==> src/rtl/b12_player.sv <==
// b12_player: automatic opponent for the b12 color-sequence game.
// Ports: clock/reset(async low); go, blunder; nl, nloss from game;
//   start, k to game; busy, won, lost, fault, seq_err, round status.
module b12_player #(
   parameter int SIZE_ADDRESS = 5,
   parameter int COD_COLOR    = 2,
   parameter int WDOG_MAX     = 200
) (
   input  logic                  clock,
   input  logic                  reset,
   input  logic                  go,
   input  logic                  blunder,
   input  logic [3:0]            nl,
   input  logic                  nloss,
   output logic                  start,
   output logic [3:0]            k,
   output logic                  busy,
   output logic                  won,
   output logic                  lost,
   output logic                  fault,
   output logic                  seq_err,
   output logic [SIZE_ADDRESS:0] round
);

   localparam int DEPTH = 2 ** SIZE_ADDRESS;
   localparam logic [SIZE_ADDRESS:0] LEN_MAX =
      (SIZE_ADDRESS + 1)'(DEPTH);
   localparam logic [7:0] WD_LAST = 8'(WDOG_MAX - 1);

   typedef enum logic [3:0] {
      IDLE,
      START,
      WATCH_ON,
      WATCH_OFF,
      PRESS,
      ECHO_OFF,
      WON,
      LOST,
      FAULT
   } state_t;

   state_t state, state_n;

   logic [COD_COLOR-1:0]    mem [DEPTH];
   logic [SIZE_ADDRESS:0]   len, len_n;
   logic [SIZE_ADDRESS:0]   round_n;
   logic [SIZE_ADDRESS-1:0] idx, idx_n;
   logic [7:0]              wd, wd_n;

   logic       start_n, busy_n;
   logic       won_n, lost_n, fault_n, seq_err_n;
   logic [3:0] k_n;

   logic                 we;
   logic [COD_COLOR-1:0] color;
   logic [COD_COLOR-1:0] key_c;
   logic                 one_hot;
   logic                 last;
   logic                 watching;

   always_comb begin
      color = '0;
      case (nl)
         4'b0001: color = COD_COLOR'(0);
         4'b0010: color = COD_COLOR'(1);
         4'b0100: color = COD_COLOR'(2);
         4'b1000: color = COD_COLOR'(3);
         default: color = '0;
      endcase
   end

   assign one_hot  = (nl != 4'b0) && ((nl & (nl - 4'd1)) == 4'b0);
   assign last     = ({1'b0, idx} == len - 1'b1);
   assign watching = state inside {WATCH_ON, WATCH_OFF, PRESS, ECHO_OFF};

   // Key color for the press being entered; a blunder shifts it by one.
   assign key_c = mem[idx_n] + COD_COLOR'(blunder);

   always_comb begin
      state_n   = state;
      len_n     = len;
      idx_n     = idx;
      round_n   = round;
      start_n   = 1'b0;
      busy_n    = busy;
      won_n     = won;
      lost_n    = lost;
      fault_n   = fault;
      seq_err_n = seq_err;
      k_n       = k;
      we        = 1'b0;
      wd_n      = '0;

      // START is excluded: the game may still show the previous loss
      // until it has seen the start pulse.
      if (watching && nloss) begin
         state_n = LOST;
      end else if (watching && wd == WD_LAST) begin
         state_n = FAULT;
      end else begin
         unique case (state)
            IDLE, WON, LOST, FAULT: begin
               if (go) begin
                  won_n     = 1'b0;
                  lost_n    = 1'b0;
                  fault_n   = 1'b0;
                  seq_err_n = 1'b0;
                  round_n   = '0;
                  len_n     = (SIZE_ADDRESS + 1)'(1);
                  idx_n     = '0;
                  start_n   = 1'b1;
                  busy_n    = 1'b1;
                  state_n   = START;
               end
            end
            START: state_n = WATCH_ON;
            WATCH_ON: begin
               if (one_hot) begin
                  if (!last && mem[idx] != color)
                     seq_err_n = 1'b1;
                  we      = 1'b1;
                  state_n = WATCH_OFF;
               end else if (nl != 4'b0) begin
                  state_n = FAULT;
               end
            end
            WATCH_OFF: begin
               if (nl == 4'b0) begin
                  if (last) begin
                     idx_n   = '0;
                     state_n = PRESS;
                  end else begin
                     idx_n   = idx + 1'b1;
                     state_n = WATCH_ON;
                  end
               end
            end
            PRESS: begin
               if (nl != 4'b0) begin
                  if (nl != k) begin
                     state_n = FAULT;
                  end else begin
                     k_n     = 4'b0;
                     state_n = ECHO_OFF;
                  end
               end
            end
            ECHO_OFF: begin
               if (nl == 4'b0) begin
                  if (!last) begin
                     idx_n   = idx + 1'b1;
                     state_n = PRESS;
                  end else begin
                     round_n = round + 1'b1;
                     idx_n   = '0;
                     if (len == LEN_MAX) begin
                        state_n = WON;
                     end else begin
                        len_n   = len + 1'b1;
                        state_n = WATCH_ON;
                     end
                  end
               end
            end
            default: state_n = IDLE;
         endcase
      end

      if (state_n != state) begin
         unique case (state_n)
            PRESS: k_n = 4'b0001 << key_c;
            WON: begin
               won_n  = 1'b1;
               busy_n = 1'b0;
               k_n    = 4'b0;
            end
            LOST: begin
               lost_n = 1'b1;
               busy_n = 1'b0;
               k_n    = 4'b0;
            end
            FAULT: begin
               fault_n = 1'b1;
               busy_n  = 1'b0;
               k_n     = 4'b0;
            end
            default: ;
         endcase
      end else if (watching) begin
         wd_n = wd + 8'd1;
      end
   end

   always_ff @(posedge clock or negedge reset) begin
      if (!reset) begin
         state   <= IDLE;
         len     <= '0;
         idx     <= '0;
         wd      <= '0;
         start   <= 1'b0;
         k       <= 4'b0;
         busy    <= 1'b0;
         won     <= 1'b0;
         lost    <= 1'b0;
         fault   <= 1'b0;
         seq_err <= 1'b0;
         round   <= '0;
      end else begin
         state   <= state_n;
         len     <= len_n;
         idx     <= idx_n;
         wd      <= wd_n;
         start   <= start_n;
         k       <= k_n;
         busy    <= busy_n;
         won     <= won_n;
         lost    <= lost_n;
         fault   <= fault_n;
         seq_err <= seq_err_n;
         round   <= round_n;
      end
   end

   always_ff @(posedge clock) begin
      if (we)
         mem[idx] <= color;
   end

endmodule

==> config.mk <==
export PLATFORM = sky130hd
export DESIGN_NAME = b12_player
export DESIGN_NICKNAME = d
export VERILOG_FILES = /design/src/rtl/b12_player.sv
export SDC_FILE = /design/constraint.sdc
export NUM_CORES = 1
export LEC_CHECK = 0
export CORE_ASPECT_RATIO = 0.75
export CORE_MARGIN = 3
export CORE_UTILIZATION = 35
export CTS_CLUSTER_SIZE = 20
export DETAILED_ROUTE_END_ITERATION = 8
export MAX_ROUTING_LAYER = met4
export PLACE_DENSITY = 0.6
export SYNTH_ARGS = -nofsm -noshare
export SYNTH_HDL_FRONTEND = slang
export SYNTH_SLANG_ARGS = --single-unit
==> constraint.sdc <==
create_clock -name clock -period 6.9 [get_ports clock]
set_input_delay 1.035 -clock clock [delete_from_list [all_inputs] [get_ports clock]]
set_output_delay 1.035 -clock clock [all_outputs]
set_load 0.03 [all_outputs]
# ---- Word level (Yosys, flattened, before mapping)
# Memories as Yosys holds them, arrays and structs flattened.
# Index checks and enable logic that the tools add are counted.
dict set report op_classes {
  n_bitwise 3
  n_eq_ne 27
  reduce_logical 18
  add_sub_neg 7
  shift 1
  muxes 76
}
# op n
set ops {}
lappend ops {{4-bit 2-to-1 mux} 15}
lappend ops {{6-bit 2-to-1 mux} 7}
lappend ops {{1-bit 2-to-1 mux} 37}
lappend ops {{4-bit by 3-bit == test with 1-bit output (second input constant)} 8}
lappend ops {{5-bit 2-to-1 mux} 5}
lappend ops {{4-bit one-hot mux with 6 select lines} 1}
lappend ops {{6-bit one-hot mux with 2 select lines} 2}
lappend ops {{8-bit 2-to-1 mux} 2}
lappend ops {{6-bit by 1-bit adder with 6-bit output (second input constant)} 2}
lappend ops {{4-bit by 2-bit == test with 1-bit output (second input constant)} 3}
lappend ops {{4-bit == test (second input constant)} 3}
lappend ops {{4-bit logical NOT} 3}
lappend ops {{6-bit AND reduction} 2}
lappend ops {{5-bit one-hot mux with 2 select lines} 1}
lappend ops {{3-bit 2-to-1 mux} 3}
lappend ops {{8-bit by 1-bit adder with 8-bit output (second input constant)} 1}
lappend ops {{8-bit == test (second input constant)} 1}
lappend ops {{2-bit != test (second input constant)} 4}
lappend ops {{4-bit != test} 2}
lappend ops {{4-bit one-hot mux with 2 select lines} 1}
lappend ops {{4-bit nonzero test} 2}
lappend ops {{7-bit AND reduction} 1}
lappend ops {{5-bit by 6-bit == test with 1-bit output} 1}
lappend ops {{6-bit == test (second input constant)} 1}
lappend ops {{other kinds (18)} 24}
dict set report word_totals {
  word_cells 145
  output_inout_bits 16
  ramBits 64
  memories 1
  input_bits 9
  regBits 39
}
# name words word_bits rd rd_clocked_by_memory_dff write_ports line_no
set mem_list {}
lappend mem_list {mem 32 2 2 0 1 44} ;# logic [COD_COLOR-1:0] mem [DEPTH];

# ---- Depth between registers and ports, before layout
# Gate-level depths: netlist of the first run.
dict set report depth {
  depth_word 12
  depth_mapped 20
  mapped_depth_nobuf 17
}

# ---- Worst setup path before layout of the first run
# No wires, ideal clock.
dict set report synth_timing {
  path_kind {input to register}
  start {input nl[3]}
  end {register k[2]}
  setup_time_ns 0.080
  arrival_time_ns 4.319
  path_buffers 4
  slack_ns 2.501
  cell_stages 17
  required_time_ns 6.820
  path_cell_list {buf_2 > or4_1 > buf_2 > and3_1 > o21a_1 > nor2_2 > buf_6 > buf_6 > mux2i_1 > mux2i_1 > mux2i_1 > mux2i_1 > mux2_2 > ha_1 > or3_1 > o21bai_1 > o211ai_2}
}
dict set report synth_between {
  elab_chain_len 12
  elab_cells_between_ends 36
  cone_classes {add/sub (2); eq/ne (6); shift (1); mux (20); bitwise (1); reduce/logical (5); memory (1)}
}
# element line_no
set synth_rtl {}
lappend synth_rtl {{start, declared} 13} ;# input logic [3:0] nl,
lappend synth_rtl {{4-bit by 1-bit subtractor with 4-bit output} 72} ;# assign one_hot = (nl != 4'b0) && ((nl & (nl - 4'd1)) == 4'b0);
lappend synth_rtl {{4-bit AND} 72}
lappend synth_rtl {{4-bit logical NOT} 72}
lappend synth_rtl {{1-bit logical AND} 72}
lappend synth_rtl {{4-bit 2-to-1 mux} 118} ;# if (one_hot) begin
lappend synth_rtl {{4-bit one-hot mux with 6 select lines} 101} ;# unique case (state)
lappend synth_rtl {{4-bit 2-to-1 mux} 98} ;# end else if (watching && wd == WD_LAST) begin
lappend synth_rtl {{4-bit 2-to-1 mux} 96} ;# if (watching && nloss) begin
lappend synth_rtl {{4-bit == test or 4-bit by 3-bit == test with 1-bit output (tied branches)} 170} ;# unique case (state_n)
lappend synth_rtl {{3-bit OR reduction (no source line)} -}
lappend synth_rtl {{4-bit one-hot mux with 2 select lines} 170}
lappend synth_rtl {{4-bit 2-to-1 mux (*)} 169} ;# if (state_n != state) begin
lappend synth_rtl {{net k_n[2]} 52} ;# logic [3:0] k_n;
lappend synth_rtl {{end signal, assigned} 214} ;# k <= k_n;
lappend synth_rtl {{end, declared} 16} ;# output logic [3:0] k,
# Mark *: on every way through the listed nets, which the timed path passes. The rest lies on a longest branch.
# A chain may end at the register's enable or synchronous reset.

# ---- Final worst setup path of the first run
dict set report layout_timing {
  start {input nl[1]}
  end {register k[2]}
}
# The elaborated chain is that of the path after synthesis.

==> results of run 1 <==
## power breakdown
group | internal [mW] | switching (mW)
registers | 0.701 | 0.0738
logic | 0.279 | 0.469
clock network | 0.330 | 0.236
total | 1.31 | 0.779
## kinds of logic after synthesis
group / synth area share
AOI/OAI and AO/OA: 0.141
muxes: 0.111
xor gates and xnor gates: 0.0381
buffers and inverters: 0.0456
DFF: 0.467
adders and majority gates: 0.0236
and+or+nand+nor: 0.173
## worst paths after layout
kind	startpoint	endpoint	slack, ps	cells after the start
setup / recovery	nl[1]	k[2]	1330	15
hold / removal	lost	lost	480	2
setup reg to reg	wd[0]	k[2]	2090	16
hold reg to reg	lost	lost	480	2
max in group asynchronous	reset	k[2]	5490	1
min in group asynchronous	reset	round[5]	820	1
## worst max-delay path: stages
cell and delay [ps]:
clkdlybuf4s50_1 550, or4_1 780, and3_1 280, o21a_1 350
nor2_2 610, buf_4 350, mux2i_1 230, mux2i_1 100
mux2i_1 160, mux2i_1 90, mux2_2 300, ha_1 320
or3_1 420, o21bai_1 190, o211ai_2 70
## area by class of cell
type	count	area, µm²	area share
clock buffer	10	239	0.0345
clock inverter	6	92.6	0.0134
inverter	23	87.6	0.0126
multi-input combinational	415	3040	0.438
sequential	103	2900	0.418
tap	236	295	0.0426
timing repair buffer	31	288	0.0415
## layout by cell type, fill, tap and decap left out, types with 6 or more instances in the layout
master and count:
nor3_1 8, mux2i_1 32, dfrtp_1 39, clkbuf_16 9
o21ai_0 28, inv_1 22, or3_1 6, nand2_1 39
mux4_2 16, a21oi_1 25, nand3_1 26, xor2_1 14
buf_4 7, xnor2_1 13, nand2b_1 7, clkdlybuf4s50_1 23
and3_1 6, edfxtp_1 64, nand4_1 9, nor2_1 69
ha_1 10
## synth_stat cells (all sizes together) (3+ instances only)
library cell,number,area share
nor2,70,0.043
edfxtp,64,0.31
nand2,41,0.026
dfrtp,39,0.16
o21ai,34,0.028
mux2i,32,0.052
nand3,26,0.021
a21oi,25,0.020
inv,22,0.013
clkbuf,19,0.011
buf,16,0.020
mux4,16,0.058
xor2,14,0.020
xnor2,13,0.018
nand4,11,0.013
ha,10,0.020
nor3,10,0.0081
nand2b,7,0.0071
or3,7,0.0079
and3,6,0.0060
o211ai,6,0.011
a221oi,5,0.0081
o21bai,5,0.0060
or2,5,0.0054
a211oi,4,0.0065
a21boi,4,0.0054
nand3b,4,0.0048
o21a,4,0.0048
o31ai,4,0.0087
or3b,4,0.0056
a221o,3,0.0048
a31oi,3,0.0030
o22ai,3,0.0030
or4,3,0.0042
## sequential cells by signal, indices dropped and copies added (netlist names)
signal   count
len          6
start        1
state        4
busy         1
wd           8
round        6
fault        1
idx          5
won          1
seq_err      1
mem         64
k            4
lost         1
## routing by layer
metal | up-vias | routed length, µm | track usage
li1 | 2155 | - | -
met1 | 2312 | 7680 | 0.251
met5 | - | 0 | -
met2 | 160 | 6850 | 0.244
met3 | 13 | 964 | 0.0273
met4 | 0 | 187 | 0.0481
## metrics by stage
stage	hold WS [ps]	utilization
final	478	0.406
after global routing	510	0.406
after CTS	482	0.406
after detailed placement	464	0.387
after global placement	465	0.387
after floorplan	447	-
==> flow_summary.ini, run 1 <==
[timing]
hold_viol = 0
max_freq_mhz = 180
max-slew-margin-rel = 0.364
slew_viol_final = 0
timing.setup.tns_ps = 0
tightest_slew_ps = 947
finalWorstSetupSlack_ps = 1330
report.final.setup_viol = 0
clock_skew_ps = 6.42
finalCriticalPeriod_ps = 5570
period_share = 0.807
rsz0062_at_grt = no

[final_layout]
stdcell_area_mm2 = 0.00694
antenna_cells = 0
drive_gt1_frac = 0.131
area_growth_pct = 11.8
instances_no_fill = 824
num-fill-cells = 1609
finalNetCount = 602

[die]
num_rows = 41
dieArea_mm2 = 0.0194
die-height_um = 121
initial_utilization = 0.363
ios = 25
core_area_mm2 = 0.0171
die_w_um = 160

[routing]
vias = 4640
first_pass_iters = 5
drc = 0
wl_per_cell_um = 19.0
vias_per_cell = 5.63
routed_wirelength_mm = 15.7
first_iter_violations = 483
ant_nets = 0

[synthesis]
syn-instance-count = 576
ys_seq_area_frac = 0.467
synth_edf_count = 64
async_reset_ff_frac = 0.379
avgSynthCellArea_um2 = 10.8
ys.flop_type = edfxtp_1
ys_ff_latch = 103
synth_cell_types = 84
syn-num-nets = 595
ys_warn_count = 0
syn-cell-area_mm2 = 0.00621

[global_route]
grt_max_degree = 40
grt_pass1_wl_mm = 25.1
antenna_found_initial = 0
overflow = 0
grtUsageTotal = 0.171
grt_pass1_vias = 4417

[worst_setup_path]
worstPathRequired_ps = 7180
cp-start-kind = primary input
crit_type = in2reg
crit_arrival_ps = 5850
path_max_fanout = 14
cp-end-kind = flip-flop

[clock_network]
clk_pin_slew_ps = 70
hold_buffers = 0
clk_latency_ps = 360
post_cts_resized = 0
clock-sinks = 103
cts-root-buf = clkbuf_16
cts_buffers = 9
clockBufferDepth = 2
cts_htree_levels = 3
cts_setup_buffers = 0
cts_tree = done

[place]
io_buffers = 24
postPlaceCellArea_mm2 = 0.00660
gp_congestion = 0.904
dp_cells = 808
pre_cts_slack_ps = 1000
hpwl_mm = 10.8

[run]
cap_violations = 0

[worst_hold_path]
hold_class = reg2reg

[power]
finalPower_mw = 2.09
ir_worst_vdd_v = 0.000174
power_density_mw_per_mm2 = 301
power_leakage_nw = 2.59

[run_status]
status = finished, final reports clean
Power figures use the tool's default switching activity.
==> run 2, diff against run 1 <==
--- a/config.mk
+++ b/config.mk
@@ -11,7 +11,7 @@
 export CTS_CLUSTER_SIZE = 20
 export DETAILED_ROUTE_END_ITERATION = 8
 export MAX_ROUTING_LAYER = met4
-export PLACE_DENSITY = 0.6
+export PLACE_DENSITY = 0.62
 export SYNTH_ARGS = -nofsm -noshare
 export SYNTH_HDL_FRONTEND = slang
 export SYNTH_SLANG_ARGS = --single-unit
==> constraint.sdc (replaced) <==
create_clock -name clock -period 4.9 [get_ports clock]
set_input_delay 0.735 -clock clock [delete_from_list [all_inputs] [get_ports clock]]
set_output_delay 0.735 -clock clock [all_outputs]
set_load 0.03 [all_outputs]
==> run 2 against run 1 <==
  * Clock power increased by 39%
  * Sequential power up 41%
  * Via count grew 1.7%
  * Wire length is 1.9% higher
==> flow_summary.ini, run 2 (same netlist as run 1, synthesis figures left out) <==
[run_status]
status = finished, final reports clean

[final_layout]
antenna_cells = 0
area_growth_pct = 13.1
final_util = 0.411
num-fill-cells = 1576
reg.largest.list = mem: 64 flops, wd: 8 flops
final_cell_mix = nor2_1 (69), edfxtp_1 (64), nand2_1 (39), dfrtp_1 (39), mux2i_1 (32)
multi_input_area_mm2 = 0.00304
regArea_mm2 = 0.00290
finalNetCount = 612
drive_gt1_frac = 0.145
layout_commonest_cell = nor2_1
largest_reg_flops = 64
stdcell_area_mm2 = 0.00702
regMostFlops = mem

[worst_hold_path]
hold_class = reg2reg

[die]
core_area_mm2 = 0.0171
num_rows = 41
dieArea_mm2 = 0.0194
die_w_um = 160
initial_utilization = 0.363
ios = 25
die-height_um = 121

[run]
cap_violations = 0

[place]
postPlaceCellArea_mm2 = 0.00669
hpwl_mm = 11.1
gp_congestion = 0.930
io_buffers = 24

[clock_network]
cts_tree = done
clk_pin_slew_ps = 80
cts_buffers = 9
cts-root-buf = clkbuf_16
post_cts_resized = 0
clk_latency_ps = 360
cts_htree_levels = 3
clockBufferDepth = 2
cts_setup_buffers = 0
hold_buffers = 0
clock-sinks = 103

[routing]
wl_per_cell_um = 19.2
vias_per_cell = 5.66
drc = 0
ant_nets = 0
first_pass_iters = 5
routed_wirelength_mm = 16.0
vias = 4719
first_iter_violations = 519

[timing]
rsz0062_at_grt = no
report.final.setup_viol = 0
slew_viol_final = 0
timing.setup.tns_ps = 0
period_share = 0.884
clock_skew_ps = 12.6
finalCriticalPeriod_ps = 4330
tightest_slew_ps = 906
max_freq_mhz = 231
hold_ws_ps = 480
hold_viol = 0
max-slew-margin-rel = 0.396

[worst_setup_path]
cp-end-kind = flip-flop
cp_common_cell = mux2i_1
crit_type = in2reg
crit_arrival_ps = 4600
slowest_delay_ps = 690
cp_cell_sequence = clkdlybuf4s50_1 > or4_1 > and3_1 > o21a_1 > nor2_2 > buf_12 > mux2i_1 > mux2i_1 > mux2i_1 > mux2i_1 > mux2_2 > ha_1 > or3_1 > o21bai_1 > o211ai_2
path_max_fanout = 21
cp-start-kind = primary input
cpMaxStageDelayCell = or4_1
worstPathRequired_ps = 5170

[global_route]
grt_pass1_wl_mm = 25.5
grtUsageTotal = 0.173
grt_pass1_vias = 4476
antenna_found_initial = 0
overflow = 0
grt_max_degree = 40

[power]
power_leakage_nw = 2.64
power_density_mw_per_mm2 = 420
ir_worst_vdd_v = 0.000235
==> run 2: metrics by stage <==
step / worst slack (ps) / total power [mW] / cells
floorplan: 801 / 1.87 / 576
global placement: 356 / 2.14 / 818
detailed placement: 228 / 2.16 / 818
CTS: 592 / 2.95 / 834
global route: 405 / 3.11 / 834
finish: 569 / 2.95 / 834
==> run 2: metal layers <==
layer | vias to the layer above | wire, µm | track usage
met1 | 2329 | 7830 | 0.260
met5 | - | 0 | -
met2 | 204 | 6800 | 0.239
li1 | 2167 | - | -
met3 | 19 | 1150 | 0.0355
met4 | 0 | 195 | 0.0399
==> run 2: critical path: cells and delay by family <==
family	cells	cell delay, ps
AOI/OAI and AO/OA	3	460
adders and majority gates	1	330
buffers and inverters	2	630
muxes	5	900
and+or+nand+nor	4	1550
==> run 2: area by class of cell <==
type / count / share of cell area
clock inverter: 7 / 0.0146
timing repair buffer: 41 / 0.0535
multi-input combinational: 415 / 0.432
inverter: 23 / 0.0125
tap: 236 / 0.0421
clock buffer: 9 / 0.0321
sequential: 103 / 0.413
==> run 2: final timing paths <==
kind | start | to | slack [ps] | depth (start not counted)
max in group asynchronous | reset | k[3] | 3810 | 1
max reg2reg | len[0] | k[2] | 710 | 16
min in group asynchronous | reset | round[3] | 510 | 1
min reg2reg | lost | lost | 480 | 2
max | nl[1] | k[2] | 570 | 15
min | lost | lost | 480 | 2
==> run 2: where the power goes <==
part	internal [mW]	switching, mW
logic	0.400	0.672
registers	0.987	0.103
clock network	0.453	0.334
total	1.84	1.11
==> run 3, diff against run 2 <==
--- a/config.mk
+++ b/config.mk
@@ -8,7 +8,6 @@
 export CORE_ASPECT_RATIO = 0.75
 export CORE_MARGIN = 3
 export CORE_UTILIZATION = 35
-export CTS_CLUSTER_SIZE = 20
 export DETAILED_ROUTE_END_ITERATION = 8
 export MAX_ROUTING_LAYER = met4
 export PLACE_DENSITY = 0.62
==> constraint.sdc (replaced) <==
create_clock -name clock -period 4.9 [get_ports clock]
set_input_delay 0.735 -clock clock [delete_from_list [all_inputs] [get_ports clock]]
set_output_delay 0.735 -clock clock [all_outputs]
set_load 0.01 [all_outputs]
==> results of run 3 <==
The final DEF is identical to that of run 2. Status: finished, final reports clean.
Main changes from that run: total power 2.95 mW -> 2.90 mW
